==> config.mk <==
export PLATFORM = sky130hd
export DESIGN_NAME = cpu_datapath
export DESIGN_NICKNAME = d
export VERILOG_FILES = /design/src/rtl/cpu_datapath.sv
export SDC_FILE = /design/constraint.sdc
export NUM_CORES = 1
export LEC_CHECK = 0
export CORE_ASPECT_RATIO = 1.25
export CORE_MARGIN = 8
export CORE_UTILIZATION = 40
export DETAILED_ROUTE_END_ITERATION = 16
export DONT_BUFFER_PORTS = 1
export GPL_TIMING_DRIVEN = 0
export PLACE_DENSITY = 0.65
export SYNTH_ARGS = -nofsm -noshare
export SYNTH_HDL_FRONTEND = slang
export SYNTH_SLANG_ARGS = --single-unit
==> constraint.sdc <==
create_clock -name clk -period 4.7 [get_ports clk]
set_input_delay 1.175 -clock clk [delete_from_list [all_inputs] [get_ports clk]]
set_output_delay 1.175 -clock clk [all_outputs]
set_load 0.01 [all_outputs]
==> src/rtl/cpu_datapath.sv <==
// -----------------------------------------------------------------------------
// cpu_datapath
//
// Register file and ALU datapath for the simplified 8080 core. The block is
// steered entirely by the combinational control decoder upstream of it. It
// drives the internal bus from the source the decoder selects, loads the
// registers the decoder enables, and returns the instruction register and
// step counter so the decoder can compute the next step.
//
// Parameters
//   WIDTH            datapath width (default 8). IR, counter, flags and the
//                    retire counter have fixed widths.
//
// Ports
//   clk              single clock; all state changes on the rising edge
//   reset            synchronous, active-high; overrides run
//   run              step enable; 0 holds every piece of state
//   data_in          external instruction / immediate byte
//   data_in_select   bus source: data_in            (highest priority)
//   r2_select        bus source: ALU result register r2
//   const_select     bus source: constant 1
//   rX_select        bus source: register X, priority A,B,C,D,E,H,L
//   rX_enable        load register X from the bus
//   r1_enable        load ALU operand register r1 from the bus
//   r2_enable        load r2 with the ALU result and update the flags
//   rIR_enable       load the instruction register straight from data_in
//   ALU_control      0: r1 + bus, 1: bus - r1
//   counter_clear    clear the step counter (else it counts up, wrapping)
//   done             instruction-complete strobe; bumps the retire count
//   debug_sel        register view select, 8080 code (111=A, 000..101=B..L,
//                    110=r2)
//   bus              current bus value (combinational)
//   rIR_data         instruction register
//   counter          step counter
//   flags            {S, Z, CY}
//   retired          number of completed instructions, wraps at 16 bits
//   debug_data       selected register (combinational)
// -----------------------------------------------------------------------------
module cpu_datapath #(
  parameter int WIDTH = 8
) (
  input  logic             clk,
  input  logic             reset,
  input  logic             run,
  input  logic [WIDTH-1:0] data_in,
  input  logic             data_in_select,
  input  logic             r2_select,
  input  logic             const_select,
  input  logic             rA_select,
  input  logic             rB_select,
  input  logic             rC_select,
  input  logic             rD_select,
  input  logic             rE_select,
  input  logic             rH_select,
  input  logic             rL_select,
  input  logic             rA_enable,
  input  logic             rB_enable,
  input  logic             rC_enable,
  input  logic             rD_enable,
  input  logic             rE_enable,
  input  logic             rH_enable,
  input  logic             rL_enable,
  input  logic             r1_enable,
  input  logic             r2_enable,
  input  logic             rIR_enable,
  input  logic             ALU_control,
  input  logic             counter_clear,
  input  logic             done,
  input  logic [2:0]       debug_sel,
  output logic [WIDTH-1:0] bus,
  output logic [7:0]       rIR_data,
  output logic [1:0]       counter,
  output logic [2:0]       flags,
  output logic [15:0]      retired,
  output logic [WIDTH-1:0] debug_data
);

  // General-purpose registers live in one array; index order is also the
  // bus priority order (A highest).
  localparam int NUM_GPR = 7;
  localparam int IDX_A   = 0;
  localparam int IDX_B   = 1;
  localparam int IDX_C   = 2;
  localparam int IDX_D   = 3;
  localparam int IDX_E   = 4;
  localparam int IDX_H   = 5;
  localparam int IDX_L   = 6;

  typedef struct packed {
    logic s;
    logic z;
    logic cy;
  } flags_t;

  // ---------------------------------------------------------------------------
  // State
  // ---------------------------------------------------------------------------
  logic [WIDTH-1:0] gpr_q [NUM_GPR];
  logic [WIDTH-1:0] gpr_d [NUM_GPR];
  logic [WIDTH-1:0] r1_q, r1_d;
  logic [WIDTH-1:0] r2_q, r2_d;
  logic [7:0]       rir_q, rir_d;
  logic [1:0]       counter_q, counter_d;
  flags_t           flags_q, flags_d;
  logic [15:0]      retired_q, retired_d;

  // ---------------------------------------------------------------------------
  // Select / enable vectors, packed in register-array order
  // ---------------------------------------------------------------------------
  logic [NUM_GPR-1:0] gpr_sel;
  logic [NUM_GPR-1:0] gpr_en;

  assign gpr_sel = {rL_select, rH_select, rE_select, rD_select,
                    rC_select, rB_select, rA_select};
  assign gpr_en  = {rL_enable, rH_enable, rE_enable, rD_enable,
                    rC_enable, rB_enable, rA_enable};

  // ---------------------------------------------------------------------------
  // Bus multiplexer
  // ---------------------------------------------------------------------------
  logic [WIDTH-1:0] bus_w;

  // NOTE: every variable written in an always_comb block gets a default
  // first, so no path through the block can leave it unassigned and infer a
  // latch.
  always_comb begin
    bus_w = '0;
    if (data_in_select) begin
      bus_w = data_in;
    end else if (r2_select) begin
      bus_w = r2_q;
    end else if (const_select) begin
      bus_w = WIDTH'(1);
    end else begin
      // Walk from lowest to highest priority so the last hit (A) wins.
      for (int i = NUM_GPR - 1; i >= 0; i--) begin
        if (gpr_sel[i]) bus_w = gpr_q[i];
      end
    end
  end

  // ---------------------------------------------------------------------------
  // ALU
  // ---------------------------------------------------------------------------
  // Both operations run one bit wider than the datapath. For the add the top
  // bit is the carry out; for the subtract it is set exactly when bus < r1,
  // which is the borrow.
  logic [WIDTH:0]   alu_wide;
  logic [WIDTH-1:0] alu_result;
  logic             alu_carry;

  always_comb begin
    if (ALU_control) alu_wide = {1'b0, bus_w} - {1'b0, r1_q};
    else             alu_wide = {1'b0, r1_q}  + {1'b0, bus_w};
  end

  assign alu_result = alu_wide[WIDTH-1:0];
  assign alu_carry  = alu_wide[WIDTH];

  // ---------------------------------------------------------------------------
  // Next-state logic
  // ---------------------------------------------------------------------------
  // Everything holds unless run is high. Register loads take the bus value of
  // the current cycle, so a register that is both selected and enabled
  // reloads its own old value.
  always_comb begin
    gpr_d     = gpr_q;
    r1_d      = r1_q;
    r2_d      = r2_q;
    rir_d     = rir_q;
    counter_d = counter_q;
    flags_d   = flags_q;
    retired_d = retired_q;

    if (run) begin
      for (int i = 0; i < NUM_GPR; i++) begin
        if (gpr_en[i]) gpr_d[i] = bus_w;
      end

      if (r1_enable) r1_d = bus_w;

      if (r2_enable) begin
        r2_d       = alu_result;
        flags_d.s  = alu_result[WIDTH-1];
        flags_d.z  = (alu_result == '0);
        flags_d.cy = alu_carry;
      end

      // The IR bypasses the bus so a fetch can overlap the last step of the
      // previous instruction, which may be using the bus.
      if (rIR_enable) rir_d = 8'(data_in);

      counter_d = counter_clear ? 2'd0 : counter_q + 2'd1;

      if (done) retired_d = retired_q + 16'd1;
    end
  end

  // ---------------------------------------------------------------------------
  // State registers
  // ---------------------------------------------------------------------------
  // NOTE: sequential state uses non-blocking assignments only, so every flop
  // samples the values from before the edge regardless of statement order.
  always_ff @(posedge clk) begin
    if (reset) begin
      // NOTE: the register file is part of the architectural reset state, so
      // it is cleared like any other flop here; it is a handful of registers,
      // not a RAM macro that would lack a reset.
      for (int i = 0; i < NUM_GPR; i++) gpr_q[i] <= '0;
      r1_q      <= '0;
      r2_q      <= '0;
      rir_q     <= '0;
      counter_q <= '0;
      flags_q   <= '0;
      retired_q <= '0;
    end else begin
      gpr_q     <= gpr_d;
      r1_q      <= r1_d;
      r2_q      <= r2_d;
      rir_q     <= rir_d;
      counter_q <= counter_d;
      flags_q   <= flags_d;
      retired_q <= retired_d;
    end
  end

  // ---------------------------------------------------------------------------
  // Debug view, 8080 register encoding
  // ---------------------------------------------------------------------------
  logic [WIDTH-1:0] debug_w;

  always_comb begin
    debug_w = '0;
    case (debug_sel)
      3'b111:  debug_w = gpr_q[IDX_A];
      3'b000:  debug_w = gpr_q[IDX_B];
      3'b001:  debug_w = gpr_q[IDX_C];
      3'b010:  debug_w = gpr_q[IDX_D];
      3'b011:  debug_w = gpr_q[IDX_E];
      3'b100:  debug_w = gpr_q[IDX_H];
      3'b101:  debug_w = gpr_q[IDX_L];
      3'b110:  debug_w = r2_q;
      default: debug_w = '0;
    endcase
  end

  // ---------------------------------------------------------------------------
  // Outputs
  // ---------------------------------------------------------------------------
  assign bus        = bus_w;
  assign rIR_data   = rir_q;
  assign counter    = counter_q;
  assign flags      = flags_q;
  assign retired    = retired_q;
  assign debug_data = debug_w;

endmodule

# Yosys cells after proc, flatten, opt, wreduce, memory -nomap -nowiden
# Index checks and enable logic that the tools add are counted.
[word_totals]
output_inout_bits = 45
latch_bits = 0
romBits = 0
register_bits = 101
mem_count = 0
inputBits = 37
wordCells = 52
ramBits = 0
[classes]
shift = 0
reduce_logical = 13
magnitude_cmp = 0
eq_ne = 7
n_div = 0
bitwise = 0
n_addsub = 4
muxes = 13
n_mul = 0
[ops]
columns = ["op", "n"]
rows = [
  ["8-bit 2-to-1 mux", 10],
  ["8-bit case mux with 8 select lines", 1],
  ["2-bit AND reduction", 11],
  ["16-bit by 1-bit adder with 16-bit output, second input constant", 1],
  ["3-bit == test, second input constant", 4],
  ["8-bit by 8-bit adder with 9-bit output", 1],
  ["9-bit 2-to-1 mux", 1],
  ["8-bit by 8-bit subtractor with 9-bit output", 1],
  ["8-bit zero test", 1],
  ["3-bit by 2-bit == test with 1-bit output, second input constant", 2],
  ["3-bit by 1-bit == test with 1-bit output, second input constant", 1],
  ["3-bit zero test", 1],
  ["2-bit by 1-bit adder with 2-bit output, second input constant", 1],
  ["2-bit 2-to-1 mux", 1],
]

# Depth between registers and ports, before layout
[depth]
depth_word = 13
depth_mapped = 16
depth_no_buf = 15

# Worst setup path after synthesis
# Ideal clock, no wire load.
[synth_timing]
path_type = "input port to flip-flop"
start = "input port data_in_select"
end = "register flags_q, in the netlist flags[0]"
cell_stages = 12
arrival_ps = 3778
required_ps = 4613
setup_time_ps = 87
setup_slack_ps = 835
cell_sequence = "buf_2 clkbuf_1 o21ai_0 a31oi_2 inv_1 fa_1 a211o_1 a211oi_1 o21ai_0 a21oi_1 xnor2_1 a211oi_1"
[synth_between]
elab_chain_cells = 3
elab_cells_between_ends = 4
cone_classes = "2 x add/sub; 2 x mux"
[synth_rtl]
columns = ["item", "line_no", "rtl"]
rows = [
  ["start: declaration", "46", "input logic data_in_select,"],
  ["8-bit 2-to-1 mux *", "128", "if (data_in_select) begin"],
  ["via bus[1]", "70", "output logic [WIDTH-1:0] bus,"],
  ["8-bit by 8-bit adder with 9-bit output / 8-bit by 8-bit subtractor with 9-bit output (equally long branches)", "154, 153", ""],
  ["9-bit 2-to-1 mux *", "153", "if (ALU_control) alu_wide = {1'b0, bus_w} - {1'b0, r1_q};"],
  ["end signal: assignment", "222", "flags_q <= flags_d;"],
  ["end: declaration", "104", "flags_t flags_q, flags_d;"],
]
# Mark *: on every way through the listed nets, which the timed path passes. The rest lies on a longest branch.
# A chain may end at the register's enable or synchronous reset.

# Worst setup path in the final report
# Same ends and word-level chain as after synthesis.

==> impl_metrics.yaml <==
timing:
  drv_slew: 0
  setup-tns-final_ps: 0
  clock.fmax_mhz: 236
  hold_viol: 0
  fin_crit_ps: 4240
  rsz0062_at_grt: "no"
  period_share_pct: 90.3
  worst_slew_pin_slew_ps: 836
  fin_skew_ps: 9.41
  slew_headroom_pct: 44.2
  setup_violations: 0
  holdWs_ps: 504
drt:
  ant_nets: 0
  first_pass_iters: 4
  wire_per_inst_um: 20.8
  vias: 5128
  drt_wl_total_um: 18000
  via_per_inst: 5.94
  drt-initial-drc-count: 340
  drc: 0
cts:
  cts_made_buffers: 9
  clkSlewWorstSetupHoldPaths_ps: 70
  postCtsSetupRepairBufs: 0
  cts_resized: 0
  htreeDepth: 3
  cts_tree: "built"
  cts_sinks: 100
  cts_root_buf: "clkbuf_16"
  clkLatencyLatePin_ps: 350
  clk_path_buf_depth: 2
  ctsHoldBuffers: 0
die:
  core_area_um2: 13900
  num_rows: 48
  die-area_um2: 18300
  initial_core_util_pct: 41.0
  pin_count: 82
  die_w_um: 123
  fp.dieH_um: 149
grt:
  antenna_found_initial: 0
  grt_pass1_wl_um: 28100
  track_usage_pct: 19.9
  overflow: 0
  grt_pass1_vias: 5148
  grt_max_degree: 17
cells_and_area:
  fin_nets: 732
  final_area_um2: 6170
  num_antenna_cells: 0
  stdcell_count: 863
  final_cell_mix: "nor2_1, dfxtp_1, nand2_1"
  layout_commonest_cell: "nor2_1"
  area_growth_pct: 8.57
  drive_gt1_share_pct: 14.4
synthesis:
  synth_top_cell_area_share_pct: 35.2
  ys_warn_count: 0
  yosys_register_bits: 100
  synth_cell_types: 57
  synthTopCellsByArea: "dfxtp_1, a211oi_2, nor2_1, nand2_1, a21oi_1"
  async_reset_ff_share_pct: 0
  syn_area_um2: 5680
  ys_seq_area_share_pct: 35.2
  synth_cells: 673
  syn_nets: 721
  synth_edf_count: 0
  synth.avg_cell_area_um2: 8.44
  synth_area_leader_cell: "dfxtp_1"
  synth_top_flop_cell: "dfxtp_1"
setup_path:
  critPathSlowestCell: "a31oi_2"
  critPathTopFamily: "compound AO/OA/AOI/OAI gates"
  critPathKind: "in -> reg"
  start_kind: "input pin"
  ff2ff_setup_slack_ps: 1270
  path_buf_inv: 3
  worstSetupEndpointType: "flop"
  max_stage_delay_ps: 530
  crit_required_ps: 4960
  worstPathArrival_ps: 4500
  path_cells: "buf_2, clkbuf_1, o21ai_0, a31oi_2, inv_1, fa_1, a211o_1, a211oi_1, o21ai_0, a21oi_1, xnor2_1, a211oi_1"
  cp_max_fo: 10
placed_design:
  io_buffer_count: 0
  gp_congestion: 0.960
  dpl_cell_area_um2: 5900
  dpl.cell_count: 848
  hpwl_um: 14100
flow_run:
  max_cap_viol_count: 0
pwr:
  p_total_mw: 2.11
  ir_worst_vdd_uv: 193
  p_leak_nw: 2.14
  power_density_nw_per_um2: 341
status:
  outcome: "finished, final reports clean"
min_path:
  hold_class: "reg -> reg"
kinds of logic (layout without fill, tap and decap cells):
logic type / count (synthesis) / after routing / synth area share (%)
AOI/OAI and AO/OA: 167 / 167 / 25.0
xor gates and xnor gates: 24 / 24 / 3.70
DFF: 100 / 100 / 35.2
and+or+nand+nor: 274 / 274 / 22.0
buffers and inverters: 74 / 89 / 6.21
adders and majority gates: 11 / 11 / 2.55
muxes: 23 / 23 / 5.24
synthesized netlist by cell type, types with 2 or more instances:
cell       number
a211o_1         2
a211oi_1       14
a211oi_2       48
a21oi_1        35
a221oi_1        4
a22oi_1         2
a311o_1         7
a31oi_1         3
and2_1         11
and3_1          5
buf_1           6
buf_2          15
buf_6           7
clkbuf_1       28
dfxtp_1       100
ha_1           10
inv_1          16
mux2_2          4
mux2i_1        14
mux4_2          5
nand2_1        78
nand2b_1        5
nand3_1        12
nand3b_1        9
nand4_1        12
nor2_1        111
nor2b_1        13
nor3_1          7
o2111ai_1       7
o211a_1         6
o211ai_1        7
o21a_1          2
o21ai_0        16
o22ai_1         3
or3_1           5
xnor2_1        12
xor2_1         12
where the power goes:
group | internal, mW | switching (mW)
Clock | 0.358 | 0.328
Sequential | 0.897 | 0.0580
Combinational | 0.183 | 0.282
sequential cells by signal, indices dropped and copies added (netlist names):
register,cells
flags,2
retired,16
r1_q,8
r2_q,8
gpr_q,56
rIR_data,8
counter,2
routing by layer:
metal,routed length [µm],track usage [%],vias to the layer above
met4,784,9.96,0
li1,-,-,2410
met2,8910,33.9,179
met1,6820,21.7,2487
met5,0,0,-
met3,1450,6.33,52
layout make-up:
class	count	area (µm²)
tap	175	219
fill	1380	7700
buffer	57	289
clock inverter	5	38.8
multi-input combinational	499	3330
sequential	100	2000
clock buffer	10	229
inverter	17	63.8
worst register-to-register path, delay by kind of cell (launching register included):
family                     cells  cell delay (ps)
AOI/OAI and AO/OA              7             1820
xor gates and xnor gates       1              120
adders and majority gates      1              530
buffers and inverters          1              310
DFF                            1              350
and+or+nand+nor                2              230
through the flow:
step	util, %	setup WS (ps)
after CTS	44.5	448
after global placement	42.5	169
after detailed placement	42.5	110
after floorplan	-	835
after global routing	44.5	218
final	44.5	457
worst paths after layout:
path,start,end,cells after the start
worst min register to register,gpr_q[16]$_SDFFE_PP0P_,gpr_q[16]$_SDFFE_PP0P_,2
worst max register to register,gpr_q[1]$_SDFFE_PP0P_,flags[0]$_SDFFE_PP0P_,12
worst min-delay path,gpr_q[16]$_SDFFE_PP0P_,gpr_q[16]$_SDFFE_PP0P_,2
worst max-delay path,data_in_select,flags[0]$_SDFFE_PP0P_,12
Power figures use the tool's default switching activity.
==> edit (same settings) <==
Register the input `data_in` before use. The logic sees it one clock later. The other inputs are not delayed to match.
--- a/src/rtl/cpu_datapath.sv
+++ b/src/rtl/cpu_datapath.sv
@@ -92,6 +92,12 @@
     logic cy;
   } flags_t;
 
+  logic [WIDTH-1:0] data_q;
+
+  always_ff @(posedge clk) begin
+    data_q <= data_in;
+  end
+
   // ---------------------------------------------------------------------------
   // State
   // ---------------------------------------------------------------------------
@@ -126,7 +132,7 @@
   always_comb begin
     bus_w = '0;
     if (data_in_select) begin
-      bus_w = data_in;
+      bus_w = data_q;
     end else if (r2_select) begin
       bus_w = r2_q;
     end else if (const_select) begin
@@ -188,7 +194,7 @@
 
       // The IR bypasses the bus so a fetch can overlap the last step of the
       // previous instruction, which may be using the bus.
-      if (rIR_enable) rir_d = 8'(data_in);
+      if (rIR_enable) rir_d = 8'(data_q);
 
       counter_d = counter_clear ? 2'd0 : counter_q + 2'd1;
 
Behaviour: not the same (a bounded check fails within 4 cycles, from zero or initial values and one cycle with reset high).
==> edit against the unedited design <==
- sequential cell count increased by 8
- critical path type unchanged
- sequential power increased by 8%
- count of clock-buffer cells in the layout unchanged
- wire length increased by 0.37%
- final area increased by 3.1%
- power increased by 8.7%
- largest power group unchanged
- via count decreased by 0.76%
- highest routed layer unchanged
- non-clock buffer count unchanged
- area after synthesis increased by 2.6%
- worst setup slack got worse by 0.020 ns
- cell count unchanged
==> edit: results (changes against the unedited design) <==
| Metric | Value |
|---|---|
| Status | completed |
| Non-clock buffers, area share | 4.603% (-0.083 points) |
| Multi-input combinational area share | 52.12% (-1.8 points) |
| Fraction of layout cells with a size suffix above 1 | 15.47% (+1.1 points) |
| Initial DRC count | 272 (-20%) |
| Synth area leaders | dfxtp_1 (37%), a211oi_2 (10%), nor2_1 (6.9%) |
| Start of the worst register-to-register path | gpr_q[33] |
| Synth Instances | 669 (-0.59%) |
| Vias in the first global route | 5012 (-2.6%) |
| CP Launch Point | rB_select |
| Placed cell areas | 6050 um^2 (+2.5%) |
| Pre-Repair DR Iteration Count | 5 (+1) |
| Dpl cells | 847 (-0.12%) |
| Hold endpoint | rIR_data[2] |
| PostCTS Resize Cnt | 0 (unchanged) |
| Comb_multi_in | 489 (-2.0%) |
| Non-clock inverter count | 15 (-2) |
| Syn. warnings | 0 (unchanged) |
| FFs & Latches | 108 (+8.0%) |
| Largest net degree at the start of global routing | 20 (+3) |
| Final Skew | 0.01366 ns (+0.004248 ns) |
| Clock-cell share of area | 4.898% (+0.56 points) |
| First-pass GRT wire length | 27.57 mm (-2.0%) |
| P_sw | 714.3 uW (+6.9%) |
| Final worst setup slack | 0.4377 ns (-0.01963 ns) |
| Vias | 5089 (-0.76%) |
| Sequential cell area | 2162 um^2 (+8.0%) |
| Wirelength, routed | 18.02 mm (+0.37%) |
| Nets | 728 (-0.55%) |
| Worst vdd ir | 0.0001961 V (+1.7%) |
| GPL Wtd Cong | 0.9860 (+2.7%) |
| Syn nets | 717 (-0.55%) |
| Relative slew slack | 36.32% (-7.9 points) |
| Fillers | 1473 (+6.7%) |
| Arr. time, crit path | 4.52 ns (+0.02 ns) |
| Largest reg by FF count | gpr_q |
| Synth unique cells | 51 (-11%) |
| DIE AREA | 18710 um^2 (+2.2%) |
| Seq/Total Area, Yosys | 37.11% (+1.9 points) |
| Pre-CTS WS | 0.1435 ns (+0.03328 ns) |
| Worst path max stage delay | 0.59 ns (+0.06 ns) |
| Total GRT Usage | 19.32% (-0.55 points) |
| Post-DP HPWL | 14.06 mm (-0.45%) |
| Antenna Cells | 0 (unchanged) |
| Synth cell count leaders | dfxtp_1 (108), nor2_1 (107), nand2_1 (79), a211oi_2 (48), a21oi_1 (30) |
| Hold Startpoint | data_q[2] |
| Leakage power | 2.244 nW (+4.8%) |
==> edit: power by group through the flow <==
stage,registers (mW),logic (mW),clock network (mW)
finish,1.03,0.459,0.801
global route,1.03,0.503,0.841
CTS,1.03,0.459,0.812
detailed placement,1.05,0.456,0
global placement,1.05,0.444,0
floorplan,1.02,0.358,0
==> edit: cell families (layout without fill, tap and decap cells) <==
group	after synthesis	after routing	share of synthesized area, %
and+or+nand+nor	269	269	21.13
DFF	108	108	37.11
adders and majority gates	11	11	2.491
xor gates and xnor gates	24	24	3.607
AOI/OAI and AO/OA	159	159	23.38
buffers and inverters	72	88	5.991
muxes	26	26	6.291
==> edit: metal layers <==
layer | GRT usage (%) | up-vias | wire [um] | share of wire [%]
li1 | - | 2384 | - | -
met1 | 21.31 | 2508 | 6903 | 38
met2 | 34.06 | 157 | 9084 | 50
met3 | 5.185 | 40 | 1420 | 7.9
met4 | 8.110 | 0 | 616 | 3.4
met5 | 0 | - | 0 | 0
